**config.mk**
```make
export PLATFORM = sky130hd
export DESIGN_NAME = pu_compare_initiator
export DESIGN_NICKNAME = d
export VERILOG_FILES = /design/src/rtl/pu_compare_pkg.sv /design/src/rtl/pu_compare_initiator.sv
export SDC_FILE = /design/constraint.sdc
export NUM_CORES = 1
export LEC_CHECK = 0
export ABC_AREA = 1
export CAP_MARGIN = 0
export CORE_MARGIN = 1
export CORE_UTILIZATION = 30
export CTS_CLUSTER_SIZE = 10
export DETAILED_ROUTE_END_ITERATION = 6
export DONT_BUFFER_PORTS = 1
export GPL_TIMING_DRIVEN = 0
export SLEW_MARGIN = 20
export SYNTH_ARGS = -nofsm -noshare
export SYNTH_HDL_FRONTEND = slang
export SYNTH_SLANG_ARGS = --single-unit
```
**constraint.sdc**
```tcl
create_clock -name clk -period 3.6 [get_ports clk]
set_input_delay 0.36 -clock clk [delete_from_list [all_inputs] [get_ports clk]]
set_output_delay 0.36 -clock clk [all_outputs]
set_load 0.01 [all_outputs]
```
**src/rtl/pu_compare_pkg.sv**
```systemverilog
// Shared definitions for the compare PU and its bus-side initiator:
// operation codes, initiator state encoding and default widths.
package pu_compare_pkg;

  localparam int DEF_DATA_WIDTH  = 32;
  localparam int DEF_ATTR_WIDTH  = 4;
  localparam int DEF_SEL_WIDTH   = 3;
  localparam int DEF_WAIT_CYCLES = 1;

  // Wait counter holds up to 15 idle cycles
  localparam int CNT_WIDTH = 4;

  // Operation codes understood by the PU; anything else yields 0
  localparam logic [2:0] CMP_EQ  = 3'd0;
  localparam logic [2:0] CMP_LT  = 3'd1;
  localparam logic [2:0] CMP_LTE = 3'd2;
  localparam logic [2:0] CMP_GT  = 3'd3;
  localparam logic [2:0] CMP_GTE = 3'd4;

  // Initiator state encoding
  localparam logic [2:0] ST_IDLE_ENC = 3'd0;
  localparam logic [2:0] ST_WR_A_ENC = 3'd1;
  localparam logic [2:0] ST_WR_B_ENC = 3'd2;
  localparam logic [2:0] ST_WAIT_ENC = 3'd3;
  localparam logic [2:0] ST_READ_ENC = 3'd4;
  localparam logic [2:0] ST_RESP_ENC = 3'd5;

  typedef enum logic [2:0] {
    S_IDLE = ST_IDLE_ENC,
    S_WR_A = ST_WR_A_ENC,
    S_WR_B = ST_WR_B_ENC,
    S_WAIT = ST_WAIT_ENC,
    S_READ = ST_READ_ENC,
    S_RESP = ST_RESP_ENC
  } ini_state_t;

endpackage

```
**src/rtl/pu_compare_initiator.sv**
```systemverilog
// Bus-side initiator for the compare PU: takes one request, writes both
// operands to the PU, waits WAIT_CYCLES, reads the result with pu_oe and
// returns it on the response channel.
// Optional: PU_COMPARE_INITIATOR_STATS_EN adds stat_count / stat_busy.
module pu_compare_initiator
  import pu_compare_pkg::*;
#(
  parameter int DATA_WIDTH  = DEF_DATA_WIDTH,
  parameter int ATTR_WIDTH  = DEF_ATTR_WIDTH,
  parameter int SEL_WIDTH   = DEF_SEL_WIDTH,
  parameter int WAIT_CYCLES = DEF_WAIT_CYCLES
) (
  input  logic                  clk,
  input  logic                  rst,
  input  logic                  req_valid,
  output logic                  req_ready,
  input  logic [DATA_WIDTH-1:0] req_a,
  input  logic [DATA_WIDTH-1:0] req_b,
  input  logic [SEL_WIDTH-1:0]  req_op,
  input  logic [ATTR_WIDTH-1:0] req_attr,
  output logic                  rsp_valid,
  input  logic                  rsp_ready,
  output logic [DATA_WIDTH-1:0] rsp_data,
  output logic [ATTR_WIDTH-1:0] rsp_attr,
  output logic                  pu_wr,
  output logic                  pu_oe,
  output logic [DATA_WIDTH-1:0] pu_data,
  output logic [ATTR_WIDTH-1:0] pu_attr,
  output logic [SEL_WIDTH-1:0]  pu_op_sel,
  input  logic [DATA_WIDTH-1:0] pu_data_in,
  input  logic [ATTR_WIDTH-1:0] pu_attr_in
`ifdef PU_COMPARE_INITIATOR_STATS_EN
  ,
  output logic [15:0]           stat_count,
  output logic                  stat_busy
`endif
);

  ini_state_t            state, nxt;
  logic [DATA_WIDTH-1:0] a_q, b_q;
  logic [SEL_WIDTH-1:0]  op_q;
  logic [ATTR_WIDTH-1:0] attr_q;
  logic [CNT_WIDTH-1:0]  cnt_q;

  // State register
  always_ff @(posedge clk or posedge rst) begin
    if (rst) state <= S_IDLE;
    else     state <= nxt;
  end

  // Next state and strobes; PU buses are forced to 0 outside write cycles
  always_comb begin
    nxt       = state;
    req_ready = 1'b0;
    rsp_valid = 1'b0;
    pu_wr     = 1'b0;
    pu_oe     = 1'b0;
    pu_data   = '0;
    pu_attr   = '0;
    pu_op_sel = '0;
    case (state)
      S_IDLE: begin
        req_ready = 1'b1;
        if (req_valid) nxt = S_WR_A;
      end
      S_WR_A: begin
        pu_wr     = 1'b1;
        pu_data   = a_q;
        pu_attr   = attr_q;
        pu_op_sel = op_q;
        nxt       = S_WR_B;
      end
      S_WR_B: begin
        pu_wr     = 1'b1;
        pu_data   = b_q;
        pu_attr   = attr_q;
        pu_op_sel = op_q;
        nxt       = S_WAIT;
      end
      S_WAIT: begin
        if (cnt_q <= CNT_WIDTH'(1)) nxt = S_READ;
      end
      S_READ: begin
        pu_oe = 1'b1;
        nxt   = S_RESP;
      end
      S_RESP: begin
        rsp_valid = 1'b1;
        if (rsp_ready) nxt = S_IDLE;
      end
      default: nxt = S_IDLE;
    endcase
  end

  // Request latch, wait counter and result capture
  always_ff @(posedge clk or posedge rst) begin
    if (rst) begin
      a_q      <= '0;
      b_q      <= '0;
      op_q     <= '0;
      attr_q   <= '0;
      cnt_q    <= '0;
      rsp_data <= '0;
      rsp_attr <= '0;
    end else begin
      if (state == S_IDLE && req_valid) begin
        a_q    <= req_a;
        b_q    <= req_b;
        op_q   <= req_op;
        attr_q <= req_attr;
      end
      if (state == S_WR_B)      cnt_q <= CNT_WIDTH'(WAIT_CYCLES);
      else if (state == S_WAIT) cnt_q <= cnt_q - CNT_WIDTH'(1);
      if (state == S_READ) begin
        rsp_data <= pu_data_in;
        rsp_attr <= pu_attr_in;
      end
    end
  end

`ifdef PU_COMPARE_INITIATOR_STATS_EN
  // Count completed response handshakes; wraps naturally at 16 bits
  always_ff @(posedge clk or posedge rst) begin
    if (rst)                          stat_count <= '0;
    else if (rsp_valid && rsp_ready)  stat_count <= stat_count + 16'd1;
  end

  assign stat_busy = (state != S_IDLE);
`endif

endmodule
```
# [Word level (Yosys, flattened, before mapping)]
# Cells that the tools add are included.
[op_classes] add_sub_neg=1 n_lt_le_gt_ge=1 eq_ne=8 muxes=13 n_reduce_logical=5
[op_table] op="32-bit case mux with 2 select lines" n=1
[op_table] op="3-bit case mux with 6 select lines" n=1
[op_table] op="3-bit 2-to-1 mux" n=4
[op_table] op="4-bit 2-to-1 mux" n=3
[op_table] op="3-bit by 2-bit equality test with 1-bit output (second input constant)" n=2
[op_table] op="3-bit equality test (second input constant)" n=2
[op_table] op="2-bit inequality test (second input constant)" n=3
[op_table] op="4-bit by 1-bit <= comparator with 1-bit output (second input constant)" n=1
[op_table] op="1-bit 2-to-1 mux" n=4
[op_table] op="4-bit by 1-bit subtractor with 4-bit output (second input constant)" n=1
[op_table] op="3-bit by 1-bit equality test with 1-bit output (second input constant)" n=1
[op_table] op="3-bit logical NOT" n=1
[op_table] op="3-bit AND reduction" n=1
[op_table] op="2-bit nonzero test" n=1
[op_table] op="2-bit OR reduction" n=1
[op_table] op="1-bit logical AND" n=1
[word_totals] reg_bits=114 input_bits=111 output_inout_bits=79

# [Depth between registers and ports, before layout]
[logic_depth] ltp_word=3 mapped_depth=9 ltp_nobuf=9

# [Worst setup path before layout]
# OpenSTA, ideal clock, no wires.
[synth_path] path_type="register to output" start="register state[2]" end="output pu_attr[0]" arrival_time_ns=1.306 t_required_ns=3.240 setup_slack_ns=1.934 stages_incl_launch_ff=8 path_buffers=0 path_cell_list="dfrtp_1 -> inv_1 -> nand2_1 -> nor2_2 -> inv_1 -> nand2_1 -> inv_1 -> nor2_1"
[synth_between] elab_chain_len=3 elab_cells_between_ends=4 cone_classes="eq/ne (2); mux (1); reduce/logical (1)"
[synth_rtl] item="from (decl)" line="pu_compare_initiator.sv:39" source="ini_state_t state, nxt;"
[synth_rtl] item="from (signal assigned)" line="pu_compare_initiator.sv:48" source="else state <= nxt;"
[synth_rtl] item="3-bit by 2-bit equality test with 1-bit output or 3-bit by 1-bit equality test with 1-bit output (tied branches)" line="pu_compare_initiator.sv:61" source="case (state)"
[synth_rtl] item="2-bit OR reduction (no source line) (*)"
[synth_rtl] item="4-bit 2-to-1 mux (*)" line="pu_compare_initiator.sv:61"
[synth_rtl] item="to (decl)" line="pu_compare_initiator.sv:28" source="output logic [ATTR_WIDTH-1:0] pu_attr,"
# Every way passes the cells marked *; elsewhere a longest branch is shown, timed or not.

# [Worst setup path after layout]
[layout_path] start="register state[2]" end="output pu_data[9]"
[layout_between] elab_chain_len=2 elab_cells_between_ends=3 cone_classes="eq/ne (2); mux (1)"
[layout_rtl] item="3-bit by 2-bit equality test with 1-bit output or 3-bit by 1-bit equality test with 1-bit output (tied branches)" line="pu_compare_initiator.sv:61"
[layout_rtl] item="32-bit case mux with 2 select lines (*)" line="pu_compare_initiator.sv:61"
[layout_rtl] item="to (decl)" line="pu_compare_initiator.sv:27" source="output logic [DATA_WIDTH-1:0] pu_data,"
# Marked as above.

==> metrics.md <==
| Metric | Value |
|---|---|
| Die Span X | ~130 um |
| Worst setup EP type | primary output |
| CP peak stage delay | 0.55 ns |
| Initial core utilization | 0.312 |
| Sequential share of the synthesized area | 0.568 |
| Syn. warnings | 0 |
| Clk_lat worst skew | around 0.42 ns |
| CP Buf/Inv Count | 2 |
| DP Cell Count | 857 |
| Routed via count | 4,097 |
| CP Launch Type | register |
| WHS | ~0.043 ns |
| Total track usage | 0.174 |
| ANT cells | 0 |
| Delay-heaviest family, CP | compound AO/OA/AOI/OAI gates |
| Slew HR | 0.581 |
| Commonest non-fill, non-tap cells in the layout | 301 x nand2_1, 114 x dfrtp_1, 75 x nand3_1, 53 x inv_1, 34 x o21ai_0 |
| GR Layer Usage met2 | 0.277 |
| # rows | 46 |
| Core area | 0.0161 mm^2 |
| Fin nets | slightly below 800 |
| Initial DRC count | between 200 and 300 |
| Tcrit/Tclk final | 0.712 |
| Remaining DRCs | 0 |
| Total Power | approximately 6.1 mW |
| Gr busiest metal | met2 |
| Root Buffer | clkbuf_16 |
| Hpwl dp | roughly 10,000 um |
| Fin cells | 890 |
| Async set or reset register ratio after synthesis | 1.00 |
| RD Place Congestion | 0.786 |
| Top FF cell, synth | dfrtp_1 |
| Highest clock rate | about 390 MHz |
| Top cell type by total area after synthesis | dfrtp_1 |
| Initial antenna violation count | 0 |
| CP max FO | 10 |
| Post-route ant nets | 0 |
| DRT Pass-1 Iters | 5 |
| Core Util, Final | 0.373 |
| WL per Instance | between 15 and 20 um |
| Postcts setup bufs | 0 |
| RSZ-0062 raised after global routing | false |
| Max H-tree Level | 4 |
| Number of synthesized flops with an enable pin | 0 |
| Share of cells above drive strength 1 | 0.0727 |
| Vias in the first global route | approximately 4,000 |
| Via/cell ratio | between 4 and 5 |
| GR Util met3 | 0.0714 |
| Share of the synthesized area in the top cell type | 0.568 |
| Clock skew | around 0.010 ns |
| Worst hold path type | in2reg |
| Syn nets | between 700 and 800 |
| Status | complete, no violations |
| M1 GR Usage | 0.207 |
| Leakage power | approximately 3.1 nW |
| Power density over cell area | 1010 mW/mm^2 |
| Reg-to-reg slack, setup | 1.75 ns |
| Die area | ~0.017 mm^2 |
| Most common cell after layout, fill and taps aside | nand2_1 |
| GRT overflow | 0 |
| Syn Std Cell Area | approximately 0.005 mm^2 |
| Fin crit period | 2.56 ns |
| Worst slew pin tran | 0.628 ns |
| Max IR drop VDD | around 0.34 mV |
| Unique masters post-synth | 16 |
| Global-route wire length before repair | approximately 23,000 um |
| CTS tree | yes |
| Number of synthesized register bits | 114 |
| Finish-stage setup viols | 0 |
| Crit-path slowest cell | o21ai_0 |
| Kind of critical path | reg2out |
| Port Buffers | 0 |
| CTS max path bufs | 2 |
| Mean post-synth cell area | 7.85 um^2 |
| Max Cap Viol | 0 |
| Worst path arrival time | between 2 and 2.5 ns |
| Largest cells by area after synthesis | dfrtp_1 57%, nand2_1 22%, nand3_1 7.5%, inv_1 4.0%, o21ai_0 3.4% |
| Cells after Synth | 640 |
| Clock slew at reported path FFs | approximately 0.06 ns |
| Post-Route WL | between 10,000 and 15,000 um |
| Num ports | between 150 and 200 |
| Fin. max-slew vios | 0 |
| Largest net degree at the start of global routing | between 60 and 70 |
| Clock sink total | roughly 110 |
| CP Data Required Time | 3.24 ns |
| Number of buffers created by CTS | 17 |
| Area Overhead vs Synth | 19.6% |
| Die height | 131 um |
| Final Hold Fails | 0 |
| CP Cell Sequence | inv_1 -> nand3_1 -> clkbuf_1 -> o21ai_0 |
[registers in the layout, indices dropped and copies added (netlist names)]
name      flops
a_q          32
attr_q        4
b_q          32
cnt_q         4
op_q          3
rsp_attr      4
rsp_data     32
state         3
[cell families (layout without fill, tap and decap cells)]
kind of cell,Yosys count,after routing,share of synthesized area
buffers and inverters,91,125,0.0715
and+or+nand+nor,397,397,0.319
adders and majority gates,2,2,0.00498
DFF,114,114,0.568
AOI/OAI and AO/OA,36,36,0.0361
[routing by layer]
metal / part of all wire / wire [um]
met5: 0 / 0
met4: 0.025 / 350
met1: 0.43 / 6060
met3: 0.080 / 1140
met2: 0.47 / 6690
[report_power, final]
group / total, mW / leakage [nW] / internal (mW) / switching [mW]
combinational: 1.79 / 1.40 / 0.526 / 1.26
clock: 1.91 / 0.327 / 1.32 / 0.593
sequential: 2.36 / 1.42 / 1.90 / 0.462
[cells in the mapped netlist (2+ instances only)]
master	instances
nand3_1	75
clkbuf_1	21
buf_2	14
nand4_1	2
nor2_1	17
inv_1	54
nand2_1	301
o21ai_0	34
ha_1	2
dfrtp_1	114
[path summary, 6_finish.rpt]
kind / endpoint / from / cells after the start
hold reg to reg: a_q[23] / a_q[23] / 2
min in group asynchronous: rsp_data[24] / rst / 2
hold / removal: rsp_data[29] / pu_data_in[29] / 2
setup / recovery: pu_data[9] / state[2] / 4
max in group asynchronous: b_q[31] / rst / 3
setup reg to reg: a_q[21] / state[2] / 5
[metrics by stage]
stage	cell area, um^2	setup TNS, ns	setup WS, ns
floorplan	5020	0	0.224
global placement	5290	-154.57	-1.37
detailed placement	5330	0	1.44
CTS	6010	0	0.970
global route	6010	0	0.840
finish	6010	0	1.04
[cell type report]
class	instances	area, um^2
fill	1693	10100
sequential	114	2850
multi-input combinational	435	1810
clock buffer	24	502
tap	216	270
inverter	55	211
clock inverter	8	171
buffer	36	153
timing repair buffer	2	37.5
[timing repair]
item / in CTS / in global routing
hold buffers: 1 / 0
endpoints found under the hold margin: 62 / 0
resized for setup: 0 / 0
Note: power is estimated with default switching activity, not from simulation.
